--- src/rtl/c_frag_pkg.sv ---
// Shared constants and the two-level fragment mux for the C_FRAG flip-flop array.
// Pure declarations; no state, no flow control.
package c_frag_pkg;

  localparam string C_FRAG_MODE_SINGLE = "SINGLE";
  localparam string C_FRAG_MODE_SPLIT  = "SPLIT";

  localparam int C_FRAG_MIN_CELLS = 1;
  localparam int C_FRAG_MAX_CELLS = 16;

  localparam logic C_FRAG_QZ_RST = 1'b0;

  function automatic logic frag_mux(
    input logic sel,
    input logic ab,
    input logic a1,
    input logic a2,
    input logic b1,
    input logic b2
  );
    return sel ? (ab ? b2 : b1) : (ab ? a2 : a1);
  endfunction

endpackage

--- src/rtl/c_frag_ff_cell.sv ---
// One C_FRAG cell: top/bottom mux fragment, mode-dependent CZ select and output FF.
// TZ/CZ are combinational; QZ updates one edge after sampling; no backpressure.
module c_frag_ff_cell
  import c_frag_pkg::*;
#(
  parameter string MODE = C_FRAG_MODE_SINGLE
) (
  input  logic clk_i,
  input  logic rst_ni,
  input  logic tbs_i,
  input  logic tab_i,
  input  logic tsl_i,
  input  logic ta1_i,
  input  logic ta2_i,
  input  logic tb1_i,
  input  logic tb2_i,
  input  logic bab_i,
  input  logic bsl_i,
  input  logic ba1_i,
  input  logic ba2_i,
  input  logic bb1_i,
  input  logic bb2_i,
  input  logic alt_i,
  input  logic qds_i,
  input  logic qen_i,
  input  logic qst_i,
  output logic tz_o,
  output logic cz_o,
  output logic qz_o
);

  logic tz;
  logic bz;
  logic cz;
  logic qz_d;
  logic qz_q;

  assign tz = frag_mux(tsl_i, tab_i, ta1_i, ta2_i, tb1_i, tb2_i);
  assign bz = frag_mux(bsl_i, bab_i, ba1_i, ba2_i, bb1_i, bb2_i);

  generate
    if (MODE == C_FRAG_MODE_SINGLE) begin : g_single
      assign cz = tbs_i ? bz : tz;
    end else if (MODE == C_FRAG_MODE_SPLIT) begin : g_split
      // Top half runs independently; TBS has no effect on CZ.
      logic unused_tbs;
      assign unused_tbs = tbs_i;
      assign cz         = bz;
    end else begin : g_bad_mode
      $error("c_frag_ff_cell: MODE must be SINGLE or SPLIT");
      assign cz = bz;
    end
  endgenerate

  // Set dominates enable, so a set cell ignores QEN and QDS.
  always_comb begin
    qz_d = qz_q;
    if (qst_i) begin
      qz_d = 1'b1;
    end else if (qen_i) begin
      qz_d = qds_i ? alt_i : cz;
    end
  end

  always_ff @(posedge clk_i or negedge rst_ni) begin
    if (!rst_ni) begin
      qz_q <= C_FRAG_QZ_RST;
    end else begin
      qz_q <= qz_d;
    end
  end

  assign tz_o = tz;
  assign cz_o = cz;
  assign qz_o = qz_q;

endmodule

--- src/rtl/c_frag_ff_array.sv ---
// Array of NUM_CELLS C_FRAG cells with registered outputs and optional QZ shift chain.
// TZ/CZ zero latency, QZ one edge; no backpressure.
module c_frag_ff_array
  import c_frag_pkg::*;
#(
  parameter int    NUM_CELLS = 4,
  parameter string MODE      = C_FRAG_MODE_SINGLE,
  parameter int    CHAIN     = 0
) (
  input  logic                 QCK,
  input  logic                 QRT,
  input  logic [NUM_CELLS-1:0] TBS,
  input  logic [NUM_CELLS-1:0] TAB,
  input  logic [NUM_CELLS-1:0] TSL,
  input  logic [NUM_CELLS-1:0] TA1,
  input  logic [NUM_CELLS-1:0] TA2,
  input  logic [NUM_CELLS-1:0] TB1,
  input  logic [NUM_CELLS-1:0] TB2,
  input  logic [NUM_CELLS-1:0] BAB,
  input  logic [NUM_CELLS-1:0] BSL,
  input  logic [NUM_CELLS-1:0] BA1,
  input  logic [NUM_CELLS-1:0] BA2,
  input  logic [NUM_CELLS-1:0] BB1,
  input  logic [NUM_CELLS-1:0] BB2,
  input  logic [NUM_CELLS-1:0] QDI,
  input  logic [NUM_CELLS-1:0] QDS,
  input  logic [NUM_CELLS-1:0] QEN,
  input  logic [NUM_CELLS-1:0] QST,
  output logic [NUM_CELLS-1:0] TZ,
  output logic [NUM_CELLS-1:0] CZ,
  output logic [NUM_CELLS-1:0] QZ
);

  logic [NUM_CELLS-1:0] alt_d;

  generate
    if (NUM_CELLS < C_FRAG_MIN_CELLS || NUM_CELLS > C_FRAG_MAX_CELLS) begin : g_bad_size
      $error("c_frag_ff_array: NUM_CELLS out of range 1..16");
    end

    for (genvar i = 0; i < NUM_CELLS; i++) begin : g_cell
      // Chain taps the registered QZ of the previous cell, so every enabled
      // cell moves exactly one place per edge; a disabled cell just holds.
      if (CHAIN != 0 && i > 0) begin : g_chain
        logic unused_qdi;
        assign unused_qdi = QDI[i];
        assign alt_d[i]   = QZ[i-1];
      end else begin : g_local
        assign alt_d[i] = QDI[i];
      end

      c_frag_ff_cell #(
        .MODE(MODE)
      ) u_cell (
        .clk_i (QCK),
        .rst_ni(QRT),
        .tbs_i (TBS[i]),
        .tab_i (TAB[i]),
        .tsl_i (TSL[i]),
        .ta1_i (TA1[i]),
        .ta2_i (TA2[i]),
        .tb1_i (TB1[i]),
        .tb2_i (TB2[i]),
        .bab_i (BAB[i]),
        .bsl_i (BSL[i]),
        .ba1_i (BA1[i]),
        .ba2_i (BA2[i]),
        .bb1_i (BB1[i]),
        .bb2_i (BB2[i]),
        .alt_i (alt_d[i]),
        .qds_i (QDS[i]),
        .qen_i (QEN[i]),
        .qst_i (QST[i]),
        .tz_o  (TZ[i]),
        .cz_o  (CZ[i]),
        .qz_o  (QZ[i])
      );
    end
  endgenerate

endmodule

--- config.mk ---
export PLATFORM = sky130hd
export DESIGN_NAME = c_frag_ff_array
export DESIGN_NICKNAME = d
export VERILOG_FILES = /design/src/rtl/c_frag_pkg.sv /design/src/rtl/c_frag_ff_cell.sv /design/src/rtl/c_frag_ff_array.sv
export SDC_FILE = /design/constraint.sdc
export NUM_CORES = 1
export LEC_CHECK = 0
export BUFFER_PORTS_ARGS = -buffer_cell sky130_fd_sc_hd__buf_2
export CAP_MARGIN = 20
export CELL_PAD_IN_SITES_DETAIL_PLACEMENT = 1
export CELL_PAD_IN_SITES_GLOBAL_PLACEMENT = 2
export CORE_MARGIN = 3
export CORE_UTILIZATION = 15
export CTS_BUF_LIST = sky130_fd_sc_hd__clkbuf_4 sky130_fd_sc_hd__clkbuf_8 sky130_fd_sc_hd__clkbuf_16
export DETAILED_ROUTE_END_ITERATION = 12
export GPL_TIMING_DRIVEN = 0
export PLACE_DENSITY = 0.93
export SYNTH_ARGS = -nofsm -noshare
export SYNTH_HDL_FRONTEND = slang
export SYNTH_SLANG_ARGS = --single-unit
--- constraint.sdc ---
create_clock -name QCK -period 1.2 [get_ports QCK]
set_input_delay 0.06 -clock QCK [delete_from_list [all_inputs] [get_ports QCK]]
set_output_delay 0.06 -clock QCK [all_outputs]
set_load 0.02 [all_outputs]
==> impl_metrics.py, run 1 <==
metrics = {
    "worst_setup_path": {
        "worstRegToRegCells": 3,
        "worstPathMaxFanout": 2,
        "path_depth": 6,
        "cp_slowest_cell": "mux2i_1",
        "crit_path_cell_trace": "buf_2, mux2i_1, a22oi_1, and3_4, buf_4, buf_2",
        "path_common_cell": "buf_2",
        "cpPeakStageDelay_ns": 0.24,
        "reg2reg_slack_ns": 0.35,
        "criticalPathCategory": "in -> out",
        "cp.required_ns": 1.14,
        "arrival_ns": 0.98,
        "critical-path-top-delay-family": "buffers and inverters",
        "worst_setup_path_end_kind": "output pin",
        "cp_num_buf_inv": 3,
        "crit_path_start_kind": "input port",
    },
    "flow_run": {
        "cap_violations": 0,
    },
    "timing": {
        "skew_ns": 0,
        "tightest_slew_ns": 0.204,
        "fmax_ghz": 0.961,
        "relSlewSlack_pct": 86.0,
        "min_period_ns": 1.04,
        "rsz0062_at_grt": "no",
        "setup_viol": 0,
        "setup_tns_ns": 0,
        "slew_viol_final": 0,
        "hold_viol": 0,
        "finalCritPeriodShare_pct": 86.7,
    },
    "global_route": {
        "overflow": 0,
        "grt_usage_pct": 8.40,
        "antenna_found_initial": 0,
        "grt_max_degree": 5,
        "grt_pass1_vias": 928,
        "grt_first_pass_wirelength_um": 3650,
    },
    "power": {
        "power.density_mw_per_mm2": 712,
        "seqPwrFrac_pct": 17.6,
        "switching_share_pct": 29.8,
        "fin_total_pwr_uw": 854,
        "internal-power_uw": 600,
        "vdd_ir_drop_max_uv": 234,
        "power_leakage_uw": 0.000652,
        "p_switching_uw": 254,
        "combPwrFrac_pct": 49.7,
        "pwr-share-clk_pct": 32.6,
    },
    "drt": {
        "drt_first_iter_violations": 4,
        "wl_um": 2360,
        "vias": 904,
        "drtAntennaViolNets": 0,
        "firstDrtPassIters": 2,
        "wire_per_inst_um": 10.8,
        "drc": 0,
        "vias_per_cell": 4.13,
    },
    "layout": {
        "fill_cells": 529,
        "largest_reg_flops": 4,
        "syn_to_final_growth_pct": 76.3,
        "nNetsFinal": 241,
        "diodes": 0,
        "mostFrequentLayoutCells": "81 x buf_2, 20 x mux2i_1, 12 x nor2_1, 12 x buf_4",
        "layout-drive-gt1-share_pct": 61.5,
        "final_common_cell": "buf_2",
    },
    "clocking": {
        "cts_sinks": 4,
        "cts_buffers": 3,
        "cts_tree": "done",
        "h-tree-depth": 1,
        "clk_path_buf_depth": 2,
        "clkLatencyLatePin_ns": 0.21,
        "post_cts_buffers": 0,
        "clkTransAtPathRegs_ns": 0.03,
        "cts-root-buf": "clkbuf_8",
    },
    "floorplanning": {
        "io-pin-count": 82,
        "dieHeight_um": 73.4,
        "fp-row-count": 23,
        "die-area_mm2": 0.00538,
        "core-area_mm2": 0.00417,
        "start_util_pct": 16.3,
        "die_x_um": 73.4,
    },
    "yosys": {
        "yosysWarnings": 0,
        "syn_area_um2": 681,
        "synth-seq-cells": 4,
        "syn_avg_cell_area_um2": 8.10,
        "synth_top_cell_by_area": "mux2i_1",
        "syn_inst": 84,
        "yosysUniqueCellTypes": 13,
        "synth.area.top_cells": "mux2i_1 29%, dfrtp_1 15%, buf_4 13%, and3_4 6.6%, nor2_1 6.6%",
        "synth_nets": 154,
        "synth_top_area_share_pct": 29.4,
        "ys_seq_area_share_pct": 14.7,
    },
    "place": {
        "place_hpwl_um": 2260,
        "gp_congestion": 0.666,
        "port-buffer-count": 81,
    },
    "min_path": {
        "min_path_cells": 2,
        "min_path_type": "in -> reg",
    },
    "outcome": {
        "status": "finished clean",
    },
}
[final cells by class]
| class | count | area [um2] | share of cell area, % |
|---|---|---|---|
| inverter | 4 | 15.0 | 1.25 |
| multi-input combinational | 64 | 475 | 39.6 |
| timing repair buffer | 82 | 415 | 34.6 |
| clock buffer | 3 | 41.3 | 3.44 |
| tap | 50 | 62.6 | 5.21 |
| buffer | 12 | 90.1 | 7.51 |
| sequential | 4 | 100 | 8.34 |
[timing repair]
item / 4_1_cts / 5_1_grt
hold endpoints to repair: 4 / 0
setup endpoints to repair: 0 / 0
hold buffers: 1 / 0
resized for setup: 0 / 0
[through the flow]
| step | instance area (um2) | setup WS (ns) | hold slack (ns) | instances | utilization, % |
|---|---|---|---|---|---|
| floorplan | 681 | 0.390 | -0.236 | 84 | - |
| global placement | 1150 | 0.146 | -0.127 | 215 | 27.5 |
| detailed placement | 1150 | 0.134 | -0.121 | 215 | 27.5 |
| CTS | 1200 | 0.139 | 0.0968 | 219 | 28.8 |
| global route | 1200 | 0.0711 | 0.0996 | 219 | 28.8 |
| finish | 1200 | 0.160 | 0.101 | 219 | 28.8 |
[routing by layer]
layer	vias up	routed length, um	track usage (%)
li1	465	-	-
met2	38	1360	16.7
met4	0	0	0.604
met1	401	765	8.49
met3	0	238	3.28
met5	-	0	0
[logic make-up after synthesis]
group                  count (synthesis)  share of synthesized area, %
buffers and inverters                 16                          15.4
multiplexers                          20                          29.4
AO/OA/AOI/OAI                         12                          14.0
AND/OR/NAND/NOR                       32                          26.5
flip-flops                             4                          14.7
[worst reg2reg max path: stages, from the launching register on]
cell     delay [ns]
dfrtp_1        0.37
nor2_1         0.10
a31oi_1        0.05
o22a_2         0.22
[synthesized netlist by cell type]
cell,count
mux2i_1,20
buf_4,12
nor2_1,12
a22oi_1,4
a31oi_1,4
and3_4,4
dfrtp_1,4
inv_1,4
nand2_1,4
nand3_1,4
nand3b_1,4
nor2b_1,4
o22a_2,4
[power groups by stage]
stage / combinational, uW / sequential (uW) / clock [uW]
2_1_floorplan: 237 / 151 / 0
3_3_place_gp: 424 / 152 / 0
3_5_place_dp: 431 / 153 / 0
4_1_cts: 435 / 151 / 291
5_1_grt: 470 / 152 / 307
6_report: 425 / 151 / 279
[worst paths after layout]
path,endpoint,startpoint
hold reg to reg,g_cell[1].u_cell.qz_o,g_cell[1].u_cell.qz_o
min in group asynchronous,g_cell[1].u_cell.qz_o,QRT
setup reg to reg,g_cell[0].u_cell.qz_o,g_cell[0].u_cell.qz_o
hold / removal,g_cell[2].u_cell.qz_o,QST[2]
setup / recovery,CZ[2],TSL[2]
max in group asynchronous,g_cell[3].u_cell.qz_o,QRT
(Power assumes the default switching activity.)
==> inputs of run 2 (changes only) <==
Settings changed: CELL_PAD_IN_SITES_DETAIL_PLACEMENT 1 to unset, CELL_PAD_IN_SITES_GLOBAL_PLACEMENT 2 to unset, CORE_ASPECT_RATIO set to 1.1, CORE_UTILIZATION 15 to 35, PLACE_DENSITY 0.93 to 0.95.
==> run 2 against run 1 <==
Compared with the run above:
- sequential share of layout area up 0.43 points
- die area down 53%
- first-iteration DRC count down 75%
- register-to-register slack about the same
- clock-buffer cell count unchanged
- wire length down 10%
- core utilization up 35 points
- critical endpoint unchanged
- largest cell class unchanged
- highest routed layer unchanged
==> impl_metrics.py, run 2 (same netlist as run 1, synthesis figures left out) <==
metrics = {
    "drt": {
        "drt_first_iter_violations": 1,
        "drc": 0,
        "wl_um": 2120,
        "vias": 901,
        "firstDrtPassIters": 2,
        "wire_per_inst_um": 11.3,
        "vias_per_cell": 4.82,
        "drtAntennaViolNets": 0,
    },
    "layout": {
        "layout-drive-gt1-share_pct": 61.5,
        "largest_reg_flops": 4,
        "final_common_cell": "buf_2",
        "syn_to_final_growth_pct": 67.6,
        "mostFrequentLayoutCells": "81 x buf_2, 20 x mux2i_1, 12 x nor2_1, 12 x buf_4",
        "nNetsFinal": 241,
        "stdcell_count": 187,
        "diodes": 0,
    },
    "worst_setup_path": {
        "worstPathMaxFanout": 2,
        "worstRegToRegCells": 3,
        "crit_path_cell_trace": "buf_2, mux2i_1, a22oi_1, and3_4, buf_4, buf_2",
        "path_common_cell": "buf_2",
        "r2r-start": "g_cell[1].u_cell.qz_o",
        "critical-path-top-delay-family": "buffers and inverters",
        "path_depth": 6,
        "reg2reg_slack_ns": 0.34,
        "cp_num_buf_inv": 3,
        "criticalPathCategory": "in -> out",
        "crit_path_start_kind": "input port",
        "worst_setup_path_end_kind": "output pin",
        "cp_slowest_cell": "mux2i_1",
        "cp.required_ns": 1.14,
        "r2r-end": "g_cell[1].u_cell.qz_o",
        "arrival_ns": 1.01,
        "cp-startpoint": "TSL[2]",
        "cpPeakStageDelay_ns": 0.24,
    },
    "place": {
        "dp.cells": 183,
        "port-buffer-count": 81,
        "place_hpwl_um": 1930,
        "dpl_worst_slack_ns": 0.131,
        "gp_congestion": 0.718,
    },
    "global_route": {
        "grt_max_degree": 5,
        "antenna_found_initial": 0,
        "grt_first_pass_wirelength_um": 3110,
        "overflow": 0,
        "grt_usage_pct": 16.9,
        "grt_pass1_vias": 847,
    },
    "timing": {
        "worst_slack_ns": 0.135,
        "relSlewSlack_pct": 86.0,
        "setup_viol": 0,
        "finalCritPeriodShare_pct": 88.8,
        "rsz0062_at_grt": "no",
        "tightest_slew_ns": 0.204,
        "slew_viol_final": 0,
        "setup_tns_ns": 0,
        "min_period_ns": 1.07,
        "skew_ns": 0,
        "fmax_ghz": 0.939,
        "hold_viol": 0,
    },
    "min_path": {
        "min_path_type": "in -> reg",
        "min_path_cells": 2,
        "hp-start": "QST[2]",
        "min_delay_worst_endpoint": "g_cell[2].u_cell.qz_o",
    },
    "power": {
        "power_leakage_uw": 0.000644,
        "power.density_mw_per_mm2": 662,
        "vdd_ir_drop_max_uv": 319,
    },
    "floorplanning": {
        "io-pin-count": 82,
        "fp-row-count": 16,
        "dieHeight_um": 52.3,
        "core-area_mm2": 0.00180,
        "die-area_mm2": 0.00251,
        "start_util_pct": 37.8,
        "die_x_um": 48.0,
    },
    "flow_run": {
        "cap_violations": 0,
    },
    "clocking": {
        "clk_path_buf_depth": 2,
        "clkTransAtPathRegs_ns": 0.04,
        "cts-resized-gates": 0,
        "cts-root-buf": "clkbuf_4",
        "cts_hold_buf": 1,
        "cts_tree": "done",
        "post_cts_buffers": 0,
        "cts_buffers": 3,
        "cts_sinks": 4,
        "clkLatencyLatePin_ns": 0.24,
        "h-tree-depth": 1,
    },
    "outcome": {
        "status": "finished clean",
    },
}
-- run 2: power breakdown --
| part | leakage [uW] | total (uW) | switching, uW | internal (uW) |
|---|---|---|---|---|
| sequential | 0.0000385 | 151 | 5.49 | 145 |
| clock | 0.0000138 | 179 | 66.6 | 113 |
| combinational | 0.000592 | 426 | 185 | 241 |
-- run 2: metal layers --
metal,share of wire [%],GRT usage [%]
met5,0,0
met4,0,5.38
met3,8.6,3.44
met2,61,35.0
met1,31,14.5
-- run 2: metrics by stage --
step	cell area, um2	util [%]	power, uW	hold WS, ns
global route	1140	63.3	811	0.0708
detailed placement	1110	61.5	578	-0.128
CTS	1140	63.3	764	0.0719
global placement	1110	61.5	561	-0.127
finish	1140	63.3	756	0.0737
floorplan	681	-	388	-0.236
-- run 2: layout make-up --
class,count,area [um2]
multi-input combinational,64,475
buffer,12,90.1
sequential,4,100
fill,167,661
clock buffer,3,22.5
tap,18,22.5
timing repair buffer,82,415
inverter,4,15.0
-- run 2: worst max path at each step --
stage / end
CTS: CZ[2]
floorplan: g_cell[0].u_cell.qz_o
global placement: CZ[3]
global route: CZ[2]
detailed placement: CZ[2]
finish: CZ[2]
